===== src/rtl/loop_ctrl_pkg.sv =====
// Shared definitions for the nested-loop sequencing controller: state encoding and defaults.
package loop_ctrl_pkg;

  localparam int unsigned DefNumLoops = 3;
  localparam int unsigned DefCntW     = 8;

  typedef enum logic [2:0] {
    StIdle    = 3'd0,
    StInit    = 3'd1,
    StStop    = 3'd2,
    StRunning = 3'd3,
    StFinish  = 3'd4
  } state_e;

endpackage


===== src/rtl/loop_counter.sv =====
// Single loop-level index counter with clear-over-increment priority and last-value flag.
module loop_counter #(
  parameter int unsigned CNT_W = 8
) (
  input  logic             clk_i,
  input  logic             rst_i,
  input  logic             clr_i,
  input  logic             en_i,
  input  logic [CNT_W-1:0] bound_i,
  output logic [CNT_W-1:0] cnt_o,
  output logic             ov_o
);

  logic [CNT_W-1:0] cnt_q, cnt_d;

  always_comb begin
    cnt_d = cnt_q;
    if (clr_i) begin
      cnt_d = '0;
    end else if (en_i) begin
      cnt_d = cnt_q + CNT_W'(1);
    end
  end

  always_ff @(posedge clk_i or posedge rst_i) begin
    if (rst_i) begin
      cnt_q <= '0;
    end else begin
      cnt_q <= cnt_d;
    end
  end

  assign cnt_o = cnt_q;
  assign ov_o  = (cnt_q == bound_i - CNT_W'(1));

endmodule


===== src/rtl/loop_nest_controller.sv =====
// Sequences NUM_LOOPS nested index counters over a FIFO-fed datapath, gated by empty and stall.
module loop_nest_controller
  import loop_ctrl_pkg::*;
#(
  parameter int unsigned NUM_LOOPS = DefNumLoops,
  parameter int unsigned CNT_W     = DefCntW
) (
  input  logic                       clk_i,
  input  logic                       rst_i,
  input  logic                       start_i,
  input  logic                       abort_i,
  input  logic [NUM_LOOPS*CNT_W-1:0] bound_i,
  input  logic                       empty_i,
  input  logic                       stall_i,
  output logic [NUM_LOOPS*CNT_W-1:0] idx_o,
  output logic [NUM_LOOPS-1:0]       en_lvl_o,
  output logic [NUM_LOOPS-1:0]       clr_lvl_o,
  output logic                       clr_acc_o,
  output logic                       ctrl_en_o,
  output logic                       ld_o,
  output logic                       stall_hold_o,
  output logic                       busy_o,
  output logic                       done_o
);

  state_e state_q, state_d;

  logic [NUM_LOOPS-1:0][CNT_W-1:0] bnd_q, bnd_eff;
  logic [NUM_LOOPS-1:0]            ov;
  logic                            is_init, advance, last;
  logic                            busy_q, ctrl_en_q, done_q;

  assign is_init = (state_q == StInit);
  assign advance = (state_q == StRunning) & ~empty_i & ~stall_i;
  assign last    = advance & (&ov);

  for (genvar i = 0; i < NUM_LOOPS; i++) begin : g_lvl
    logic [CNT_W-1:0] lvl_bound;
    logic [CNT_W-1:0] cnt;

    // Level i steps only when every inner level is at its last value.
    if (i == 0) begin : g_inner
      assign en_lvl_o[i] = advance;
    end else begin : g_outer
      assign en_lvl_o[i] = advance & (&ov[i-1:0]);
    end

    assign clr_lvl_o[i] = is_init | (en_lvl_o[i] & ov[i]);
    assign lvl_bound    = bound_i[i*CNT_W +: CNT_W];
    assign bnd_eff[i]   = (lvl_bound == '0) ? CNT_W'(1) : lvl_bound;

    loop_counter #(
      .CNT_W(CNT_W)
    ) u_cnt (
      .clk_i  (clk_i),
      .rst_i  (rst_i),
      .clr_i  (clr_lvl_o[i] | abort_i),
      .en_i   (en_lvl_o[i]),
      .bound_i(bnd_q[i]),
      .cnt_o  (cnt),
      .ov_o   (ov[i])
    );

    assign idx_o[i*CNT_W +: CNT_W] = cnt;
  end

  if (NUM_LOOPS == 1) begin : g_acc_single
    assign clr_acc_o = is_init | last;
  end else begin : g_acc_multi
    assign clr_acc_o = is_init | (advance & (&ov[NUM_LOOPS-1:1]));
  end

  assign ld_o         = last;
  assign stall_hold_o = stall_i;

  always_comb begin
    state_d = state_q;
    case (state_q)
      StIdle:    if (start_i) state_d = StInit;
      StInit:    if (!start_i) state_d = StStop;
      StStop:    if (!empty_i && !stall_i) state_d = StRunning;
      StRunning: begin
        if (last) begin
          state_d = StFinish;
        end else if (empty_i || stall_i) begin
          state_d = StStop;
        end
      end
      StFinish:  state_d = StIdle;
      default:   state_d = StIdle;
    endcase
    if (abort_i) state_d = StIdle;
  end

  // Status outputs are registered from the next state so they line up with state_q.
  always_ff @(posedge clk_i or posedge rst_i) begin
    if (rst_i) begin
      state_q   <= StIdle;
      bnd_q     <= '0;
      busy_q    <= 1'b0;
      ctrl_en_q <= 1'b0;
      done_q    <= 1'b0;
    end else begin
      state_q   <= state_d;
      if (is_init) bnd_q <= bnd_eff;
      busy_q    <= (state_d != StIdle);
      ctrl_en_q <= (state_d == StStop) || (state_d == StRunning);
      done_q    <= (state_d == StFinish);
    end
  end

  assign busy_o    = busy_q;
  assign ctrl_en_o = ctrl_en_q;
  assign done_o    = done_q;

endmodule


===== config.mk =====
export PLATFORM = sky130hd
export DESIGN_NAME = loop_nest_controller
export DESIGN_NICKNAME = d
export VERILOG_FILES = /design/src/rtl/loop_ctrl_pkg.sv /design/src/rtl/loop_counter.sv /design/src/rtl/loop_nest_controller.sv
export SDC_FILE = /design/constraint.sdc
export NUM_CORES = 1
export LEC_CHECK = 0
export CORE_UTILIZATION = 47
export DETAILED_ROUTE_END_ITERATION = 12
export PLACE_DENSITY = 0.79
export SLEW_MARGIN = 10
export SYNTH_ARGS = -nofsm -noshare
export SYNTH_HDL_FRONTEND = slang
export SYNTH_SLANG_ARGS = --single-unit

===== constraint.sdc =====
create_clock -name clk_i -period 2.4 [get_ports clk_i]
set_input_delay 0.24 -clock clk_i [delete_from_list [all_inputs] [get_ports clk_i]]
set_output_delay 0.24 -clock clk_i [all_outputs]
set_load 0.02 [all_outputs]

==> reports/qor.yml <==
critical_path_buf_inv_count: 3
period_minus_slack_ns: 2.74
violations: "setup timing"
path_delay_family: "compound AO/OA/AOI/OAI gates"
critPathCaptureType: "output port"
syn_area_um2: 3250
grt_usage: 0.270
timing.hold.ws_ns: 0.125
cp_common_cell: "o21bai_1"
seq_power_share: 0.398
cts_buffers: 5
drv_slew: 0
cts_buffer_depth: 2
switchingPower_mw: 0.895
slew_headroom: 0.658
period_share: 1.14
cp_slowest_cell: "dfrtp_1"
avgSynthCellArea_um2: 9.74
setup_viol: 27
vias_per_cell: 5.95
pwr-share-clk: 0.239
cts_tree: "yes"
diodes: 0
p_int_mw: 1.83
fin_util: 0.769
core_area_um2: 6530
layout_common_cells: "buf_4, clkdlybuf4s50_1, dfrtp_1"
power_frac_comb: 0.363
syn2layout_area_growth_pct: 54.5
die_area_um2: 7260
worstSetupPathType: "register to output port"
yosys_register_bits: 54
die_h_um: 85.2
start_kind: "register"
p_leak_nw: 2.07
wire_per_inst_um: 19.3
synth-main-ff-cell: "dfrtp_1"
first_global_vias: 3129
crit_path_cell_trace: "inv_2, ha_4, o21bai_1, a211oi_1, o21bai_1, a211oi_4, buf_4, nand2_2, o21bai_1, buf_4"
worstHoldPathType: "input pin to async pin"
hold_viol: 0
clock.fmax_mhz: 365
cp.depth: 10
dp_hpwl_mm: 6.63
clock_latency_ns: 0.32
firstDrtPassIters: 4
synth_edf_count: 0
overflow: 0
drt_iter0_markers: 260
grt_antenna_before_repair: 0
async_flop_share: 1.00
vias: 3248
path_max_fanout: 8
ant_nets: 0
rsz0062_at_grt: "true"
ys_types: 48
arrival_ns: 2.50
dpl_worst_slack_ns: -0.375
ioPinCount: 66
switching_share: 0.329
synth_nets: 370
remaining_drc_errors: 0
h-tree-depth: 2
worst_slack_ns: -0.339
finalWirelength_mm: 10.5
r2r.worst_path.cells: 11
place.gp.congestion: 0.870
critPathRequiredTime_ns: 2.16
fill_cells: 387
seq_area_frac_synth: 0.415
synth_cells: 334
start_util: 0.498
grt_pass1_wl_mm: 15.3
status: "complete, but fails checks"
cts_sinks: 54
fp-row-count: 29
cap_violations: 0
final_common_cell: "buf_4"
grt_start_max_net_pins: 49
clock-skew-final_ns: 0.0100
yosysWarnings: 0
fin_nets: 504
peakVddDrop_mv: 0.349
power_density_nw_per_um2: 541
portBuffers: 65
dp_cells: 525
layout.cells.non_filler: 546
tightest_slew_ns: 0.511
clockRootBuffer: "clkbuf_8"
drive_gt1_frac: 0.371
fp.dieW_um: 85.2
path_clk_slew_ns: 0.11
max_stage_delay_ns: 0.39
through the flow:
step,total power [mW],area [um^2],setup TNS (ns)
floorplan,1.59,3310,0
global placement,1.89,4490,-2.94
detailed placement,1.93,4490,-3.01
CTS,2.64,4770,-1.04
global route,2.84,5020,-4.83
finish,2.72,5020,-2.45
logic make-up after synthesis:
group	count (synthesis)	share of synthesized area
multiplexers	20	0.0685
adder cells (fa/ha/maj)	6	0.0231
buffers and inverters	31	0.0419
AO/OA/AOI/OAI	59	0.130
XOR/XNOR	46	0.124
flip-flops	54	0.415
AND/OR/NAND/NOR	118	0.198
path summary, 6_finish.rpt:
check | start | endpoint | slack [ns]
worst min register to register | bnd_q[7] | bnd_q[7] | 0.55
max in group asynchronous | rst_i | bnd_q[4] | 1.78
worst max register to register | bnd_q[9] | g_lvl[2].u_cnt.cnt_o[6] | -0.15
worst max-delay path | bnd_q[9] | clr_acc_o | -0.34
worst min-delay path | rst_i | ctrl_en_o | 0.12
min in group clk_i | bound_i[17] | bnd_q[17] | 0.52
synth_stat cells, types with 5 or more instances:
cell | instances | area, um^2
dfrtp_1 | 54 | 1350
nor2_1 | 33 | 124
xor2_1 | 29 | 254
o21ai_0 | 19 | 95.1
mux2_2 | 18 | 203
xnor2_1 | 17 | 149
nand3_1 | 14 | 70.1
nand2_1 | 13 | 48.8
clkbuf_1 | 12 | 45.0
inv_1 | 10 | 37.5
nor3_1 | 10 | 50.1
a21oi_1 | 9 | 45.0
nand2b_1 | 8 | 50.1
nand4_1 | 8 | 50.1
ha_1 | 6 | 75.1
o21bai_1 | 5 | 37.5
state kept, by name, indices dropped and copies added, names as in the netlist:
| register | count |
|---|---|
| ctrl_en_o | 1 |
| state_q | 3 |
| g_lvl.u_cnt.cnt_o | 24 |
| done_o | 1 |
| bnd_q | 24 |
| busy_o | 1 |
power groups by stage:
| stage | Combinational (mW) | Sequential [mW] | Clock [mW] |
|---|---|---|---|
| floorplan | 0.476 | 1.12 | 0 |
| global placement | 0.809 | 1.08 | 0 |
| detailed placement | 0.845 | 1.09 | 0 |
| CTS | 0.908 | 1.08 | 0.650 |
| global route | 1.06 | 1.09 | 0.688 |
| finish | 0.989 | 1.08 | 0.651 |
routing by layer:
metal	share of wire	wire length, um	GRT usage
met5	0	0	0
met4	0.030	314	0.0909
met3	0.058	613	0.0379
met2	0.51	5420	0.489
met1	0.40	4200	0.328
area by class of cell:
cell class	count	area, um^2	share of cell area
clock buffers	5	68.8	0.0137
clock inverters	3	47.5	0.00946
inverters	10	40.0	0.00797
multi-input cells	249	2050	0.409
flip-flops and latches	54	1350	0.269
well taps	77	96.3	0.0192
repair buffers	148	1370	0.272
repair_timing:
item	CTS	global route
setup endpoints to repair	20	31
pin swaps	15	34
setup buffers	7	6
hold buffers	0	0
gates resized for setup	63	45
cloned	0	1
Power figures use the tool's default switching activity.
